$ cat config.mk
export PLATFORM = sky130hd
export DESIGN_NAME = pipeline_hazard_controller
export DESIGN_NICKNAME = d
export VERILOG_FILES = /design/src/rtl/pipeline_hazard_controller_pkg.sv /design/src/rtl/pipeline_hazard_controller_forward_select.sv /design/src/rtl/pipeline_hazard_controller.sv
export SDC_FILE = /design/constraint.sdc
export NUM_CORES = 1
export LEC_CHECK = 0
export CAP_MARGIN = 40
export CORE_MARGIN = 2
export CORE_UTILIZATION = 25
export DETAILED_ROUTE_END_ITERATION = 7
export MAX_ROUTING_LAYER = met4
export PLACE_DENSITY = 0.53
export SLEW_MARGIN = 20
export SYNTH_ARGS = -nofsm -noshare
export SYNTH_HDL_FRONTEND = slang
export SYNTH_SLANG_ARGS = --single-unit
$ cat constraint.sdc
create_clock -name clk -period 2 [get_ports clk]
set_input_delay 0.4 -clock clk [delete_from_list [all_inputs] [get_ports clk]]
set_output_delay 0.4 -clock clk [all_outputs]
set_load 0.01 [all_outputs]
$ cat src/rtl/pipeline_hazard_controller_pkg.sv
// Shared definitions for the pipeline hazard controller.
//   hz_state_t : hazard FSM state (RUN = free-flowing, STALL = multi-cycle load stall)
//   FWD_*      : encodings for the EX-stage operand forwarding muxes
//   REG_ZERO   : index of the hard-wired zero register
//   SCNT_W     : width of the remaining-stall counter (covers 1..15 stall cycles)
package pipeline_hazard_controller_pkg;

  typedef enum logic {
    RUN   = 1'b0,
    STALL = 1'b1
  } hz_state_t;

  localparam logic [1:0] FWD_RF    = 2'b00;
  localparam logic [1:0] FWD_EXMEM = 2'b10;
  localparam logic [1:0] FWD_MEMWB = 2'b01;

  localparam int REG_ZERO = 0;
  localparam int SCNT_W   = 4;

endpackage

$ cat src/rtl/pipeline_hazard_controller_forward_select.sv
// forward_select: combinational forwarding-source selector for one ALU operand.
// Ports:
//   src            in  source register of the operand in EX
//   exmem_rd       in  destination register held in EX/MEM
//   exmem_regwrite in  EX/MEM instruction writes the register file
//   memwb_rd       in  destination register held in MEM/WB
//   memwb_regwrite in  MEM/WB instruction writes the register file
//   fwd            out 00 = regfile, 10 = EX/MEM result, 01 = MEM/WB result
module forward_select
  import pipeline_hazard_controller_pkg::*;
#(
  parameter int REG_ADDR_W = 5
) (
  input  logic [REG_ADDR_W-1:0] src,
  input  logic [REG_ADDR_W-1:0] exmem_rd,
  input  logic                  exmem_regwrite,
  input  logic [REG_ADDR_W-1:0] memwb_rd,
  input  logic                  memwb_regwrite,
  output logic [1:0]            fwd
);

  localparam logic [REG_ADDR_W-1:0] ZERO = REG_ADDR_W'(REG_ZERO);

  // EX/MEM is checked first: it holds the younger, and therefore correct, value.
  always_comb begin
    fwd = FWD_RF;
    if (exmem_regwrite && (exmem_rd != ZERO) && (exmem_rd == src)) begin
      fwd = FWD_EXMEM;
    end else if (memwb_regwrite && (memwb_rd != ZERO) && (memwb_rd == src)) begin
      fwd = FWD_MEMWB;
    end
  end

endmodule

$ cat src/rtl/pipeline_hazard_controller.sv
// pipeline_hazard_controller: load-use stall, taken-branch flush and operand
// forwarding control for a 5-stage pipeline, plus saturating perf counters.
// Ports:
//   clk, reset                  rising-edge clock, asynchronous active-high reset
//   id_rs1, id_rs2              sources of the instruction in ID
//   idex_rs1, idex_rs2, idex_rd sources/destination of the instruction in EX
//   idex_memread                instruction in EX is a load
//   exmem_rd, exmem_regwrite    destination / write-enable in MEM
//   memwb_rd, memwb_regwrite    destination / write-enable in WB
//   ex_branch_taken             beq in EX resolved taken
//   cnt_clr                     synchronous clear of both perf counters
//   pc_write, ifid_write        PC / IF/ID load enables
//   ifid_flush, idex_bubble     insert NOP into IF/ID / ID/EX
//   fwd_a, fwd_b                ALU operand forwarding selects
//   stall_count, flush_count    saturating stall-cycle / flush-event counters
module pipeline_hazard_controller
  import pipeline_hazard_controller_pkg::*;
#(
  parameter int REG_ADDR_W        = 5,
  parameter int LOAD_STALL_CYCLES = 1,  // legal range 1..15
  parameter int CNT_W             = 16
) (
  input  logic                  clk,
  input  logic                  reset,
  input  logic [REG_ADDR_W-1:0] id_rs1,
  input  logic [REG_ADDR_W-1:0] id_rs2,
  input  logic [REG_ADDR_W-1:0] idex_rs1,
  input  logic [REG_ADDR_W-1:0] idex_rs2,
  input  logic [REG_ADDR_W-1:0] idex_rd,
  input  logic                  idex_memread,
  input  logic [REG_ADDR_W-1:0] exmem_rd,
  input  logic                  exmem_regwrite,
  input  logic [REG_ADDR_W-1:0] memwb_rd,
  input  logic                  memwb_regwrite,
  input  logic                  ex_branch_taken,
  input  logic                  cnt_clr,
  output logic                  pc_write,
  output logic                  ifid_write,
  output logic                  ifid_flush,
  output logic                  idex_bubble,
  output logic [1:0]            fwd_a,
  output logic [1:0]            fwd_b,
  output logic [CNT_W-1:0]      stall_count,
  output logic [CNT_W-1:0]      flush_count
);

  localparam logic [REG_ADDR_W-1:0] ZERO = REG_ADDR_W'(REG_ZERO);

  hz_state_t         state_reg;
  logic [SCNT_W-1:0] scnt_reg;
  logic [CNT_W-1:0]  stall_count_reg;
  logic [CNT_W-1:0]  flush_count_reg;

  logic       hz;
  logic       flush;
  logic       stall;
  logic [1:0] fwd_a_sel;
  logic [1:0] fwd_b_sel;

  // Hazard detection and per-cycle action. Reset is folded in so the outputs
  // show their idle values in the very cycle reset is raised, even while the
  // hazard inputs are still asserted.
  always_comb begin
    hz    = idex_memread && (idex_rd != ZERO) &&
            ((idex_rd == id_rs1) || (idex_rd == id_rs2));
    flush = !reset && ex_branch_taken;
    // Flush beats stall: the stalled instruction is on the wrong path anyway.
    stall = !reset && !ex_branch_taken && ((state_reg == STALL) || hz);
  end

  assign pc_write    = !stall;
  assign ifid_write  = !stall;
  assign ifid_flush  = flush;
  assign idex_bubble = stall || flush;

  forward_select #(.REG_ADDR_W(REG_ADDR_W)) u_fwd_a (
    .src            (idex_rs1),
    .exmem_rd       (exmem_rd),
    .exmem_regwrite (exmem_regwrite),
    .memwb_rd       (memwb_rd),
    .memwb_regwrite (memwb_regwrite),
    .fwd            (fwd_a_sel)
  );

  forward_select #(.REG_ADDR_W(REG_ADDR_W)) u_fwd_b (
    .src            (idex_rs2),
    .exmem_rd       (exmem_rd),
    .exmem_regwrite (exmem_regwrite),
    .memwb_rd       (memwb_rd),
    .memwb_regwrite (memwb_regwrite),
    .fwd            (fwd_b_sel)
  );

  assign fwd_a = reset ? FWD_RF : fwd_a_sel;
  assign fwd_b = reset ? FWD_RF : fwd_b_sel;

  // Stall FSM. The first stall cycle is spent in RUN; scnt_reg counts the
  // stall cycles still owed after that one.
  always_ff @(posedge clk or posedge reset) begin
    if (reset) begin
      state_reg <= RUN;
      scnt_reg  <= '0;
    end else begin
      case (state_reg)
        RUN: begin
          if (!ex_branch_taken && hz && (LOAD_STALL_CYCLES > 1)) begin
            state_reg <= STALL;
            scnt_reg  <= SCNT_W'(LOAD_STALL_CYCLES - 1);
          end
        end
        STALL: begin
          if (ex_branch_taken || (scnt_reg == SCNT_W'(1))) begin
            state_reg <= RUN;
            scnt_reg  <= '0;
          end else begin
            scnt_reg <= scnt_reg - SCNT_W'(1);
          end
        end
        default: begin
          state_reg <= RUN;
          scnt_reg  <= '0;
        end
      endcase
    end
  end

  // Saturating performance counters; a clear overrides any same-cycle increment.
  always_ff @(posedge clk or posedge reset) begin
    if (reset) begin
      stall_count_reg <= '0;
      flush_count_reg <= '0;
    end else if (cnt_clr) begin
      stall_count_reg <= '0;
      flush_count_reg <= '0;
    end else begin
      if (stall && (stall_count_reg != '1)) begin
        stall_count_reg <= stall_count_reg + CNT_W'(1);
      end
      if (flush && (flush_count_reg != '1)) begin
        flush_count_reg <= flush_count_reg + CNT_W'(1);
      end
    end
  end

  assign stall_count = stall_count_reg;
  assign flush_count = flush_count_reg;

endmodule

==> impl_metrics.py <==
metrics = {
    "setup_path": {
        "critPathMaxFanout": 2,
        "worstSetupStartpoint": "memwb_rd[2]",
        "crit_chain": "buf_6 > buf_6 > xor2_1 > or4_4 > nor4_2 > buf_2",
        "rr_startpoint": "stall_count[4]",
        "crit_required_ns": 1.60,
        "cp_slowest_cell": "or4_4",
        "arrival_ns": 1.74,
        "cp_slowest_stage_delay_ns": 0.54,
        "crit_path_frequent_cell": "buf_6",
        "crit_type": "in2out",
        "critPathCaptureType": "primary output",
        "cp-start-kind": "primary input",
    },
    "run_status": {
        "status": "finished with violations",
        "failed_checks": "setup timing",
    },
    "power": {
        "powerDensity_nw_per_um2": 389,
        "ir_drop_v": 0.000252,
        "power_uw": 1620,
        "power.leakage_uw": 0.00176,
    },
    "synthesis": {
        "synth_top_cell_by_area": "dfrtp_1",
        "synthTopCellsByCount": "37 x dfrtp_1, 30 x nor2_1, 23 x xor2_1",
        "netlist_area_um2": 2640,
        "synth_top_area_share": 0.351,
        "synth_area_per_cell_um2": 9.39,
        "synth_edf_count": 0,
        "ys_async_sr_fraction": 1.00,
        "synth_most_common_cell": "dfrtp_1",
        "synthCells": 281,
        "synth_flop_cell": "dfrtp_1",
        "yosysSeqAreaShare": 0.351,
        "syn_nets": 327,
        "synthTopCellsByArea": "dfrtp_1 35%, xor2_1 7.6%, xnor2_1 6.6%",
        "ys_ff_latch": 37,
        "yosysWarnings": 0,
        "ys_types": 53,
    },
    "timing": {
        "hold_viol": 0,
        "fin_worst_skew_ns": 0.00485,
        "hold_ws_ns": 0.143,
        "max_freq_mhz": 467,
        "layout_setup_ws_ns": -0.141,
        "rsz0062_at_grt": "yes",
        "tightest_slew_ns": 0.561,
        "slew_headroom": 0.620,
        "finalCriticalPeriod_ns": 2.14,
        "drv_slew": 0,
        "setup_viol": 2,
        "timing.final.crit_share": 1.07,
    },
    "cells_and_area": {
        "syn_to_final_growth_pct": 58.3,
        "antenna_cells": 0,
        "nNetsFinal": 465,
        "fillCellCount": 1066,
        "utilization": 0.407,
        "final_cell_area_um2": 4180,
        "drive_above_1_share": 0.339,
    },
    "placed_design": {
        "io_buffer_count": 81,
        "place_congestion": 0.852,
        "pre_cts_ws_ns": -0.940,
        "dpl_cell_area_um2": 4040,
        "dp_hpwl_um": 5680,
    },
    "min_path": {
        "hp-class": "in2async",
    },
    "global_route": {
        "grt.total_usage": 0.135,
        "grt_pass1_wl_um": 12200,
        "antenna_found_initial": 0,
        "grt_max_degree": 41,
        "grt_pass1_vias": 2617,
        "grt-ovfl-total": 0,
    },
    "clocking": {
        "clock_latency_ns": 0.29,
        "cts_sinks": 37,
        "cts_buffers": 5,
        "hold_buffers": 0,
        "clockBufferDepth": 2,
        "cts_tree": "built",
        "h-tree-depth": 2,
        "cts.clk_slew.worst_paths_ns": 0.07,
        "cts_root_buffer": "clkbuf_8",
    },
    "die": {
        "initial_core_util": 0.257,
        "die_y_um": 107,
        "ios": 82,
        "std_cell_rows": 37,
        "chipWidth_um": 107,
        "die-area_um2": 11400,
        "coreArea_um2": 10300,
    },
    "drt": {
        "routed_wl_um": 7450,
        "avgRoutedWirePerCell_um": 13.4,
        "vias_per_cell": 4.71,
        "route.detailed.drc": 0,
        "dr.pass1.iters": 4,
        "vias": 2615,
        "antenna_left": 0,
        "drt_iter0_drc": 76,
    },
    "job": {
        "maxCapViolCount": 0,
    },
}
==> stage by stage <==
| stage | instances | TNS [ns] |
|---|---|---|
| after detailed placement | 547 | -17.75 |
| after global placement | 547 | -17.59 |
| final | 555 | -0.221 |
| after global routing | 555 | -0.316 |
| after floorplan | 281 | 0 |
| after CTS | 554 | -0.235 |
==> kinds of logic (layout without fill, tap and decap cells) <==
| logic type | Yosys count | count (layout) | share of synthesized area |
|---|---|---|---|
| buffers and inverters | 21 | 159 | 0.0408 |
| AO/OA/AOI/OAI | 46 | 46 | 0.142 |
| flip-flops | 37 | 37 | 0.351 |
| adder cells (fa/ha/maj) | 4 | 4 | 0.0190 |
| XOR/XNOR | 43 | 43 | 0.143 |
| multiplexers | 9 | 9 | 0.0398 |
| AND/OR/NAND/NOR | 121 | 121 | 0.265 |
==> placed cells by master (no fill, tap or decap), types with 3 or more instances in the layout <==
cell type         n
a211oi_1          5
a21oi_1          12
and2_1            4
and3_1            5
buf_2            17
buf_4            55
buf_6             8
clkbuf_2          8
clkbuf_8          6
clkdlybuf4s15_1   4
clkdlybuf4s50_1  36
dfrtp_1          36
dlygate4sd2_1     7
dlymetal6s2s_1    3
ha_1              4
inv_1             9
mux2_1            4
mux2i_1           3
nand2_1          16
nand2b_1          3
nand3_1           5
nand4_1          10
nor2_1           26
nor2_2            4
nor2b_1           7
nor3_2            6
nor4_2            6
o21ai_0           5
o31ai_1           7
or4_1             9
xnor2_1          20
xor2_1           19
xor2_2            4
==> report_power, final <==
group | switching (uW) | internal [uW] | leakage (uW)
Clock | 266 | 274 | 0.0000443
Combinational | 166 | 164 | 0.00121
Sequential | 3.61 | 750 | 0.000504
==> layout make-up <==
type	instances	area, um2	area share
multi-input combinational	223	1770	0.423
timing repair buffer	142	1180	0.284
sequential	37	927	0.222
tap	136	170	0.0407
clock buffer	7	86.3	0.0207
inverter	10	42.5	0.0102
==> path summary, 6_finish.rpt <==
path | to | slack [ns] | cells past startpoint
worst min-delay path | scnt_reg[1] | 0.14 | 3
worst max-delay path | fwd_b[0] | -0.14 | 6
min in group clk | scnt_reg[3] | 0.55 | 1
max in group asynchronous | flush_count[0] | 1.27 | 4
worst max register to register | stall_count[2] | 0.13 | 6
worst min register to register | scnt_reg[3] | 0.55 | 1
==> routing by layer <==
metal / track usage / wire (um) / vias to the layer above
met3: 0.0249 / 339 / 5
met5: - / 0 / -
met2: 0.218 / 3590 / 62
met1: 0.177 / 3480 / 1258
met4: 0.0288 / 48 / 0
li1: - / - / 1290
==> what timing repair did <==
action	in CTS	in global routing
endpoints found under the hold margin	0	0
gates resized for setup	138	34
setup buffers	0	1
pin swaps	29	16
endpoints found under the setup margin	29	20
==> worst max-delay path, delay by kind of cell <==
family                 cells  cell delay (ns)
AND/OR/NAND/NOR            2             0.82
buffers and inverters      3             0.36
XOR/XNOR                   1             0.15
No activity file was read; power rests on OpenSTA's default activity.
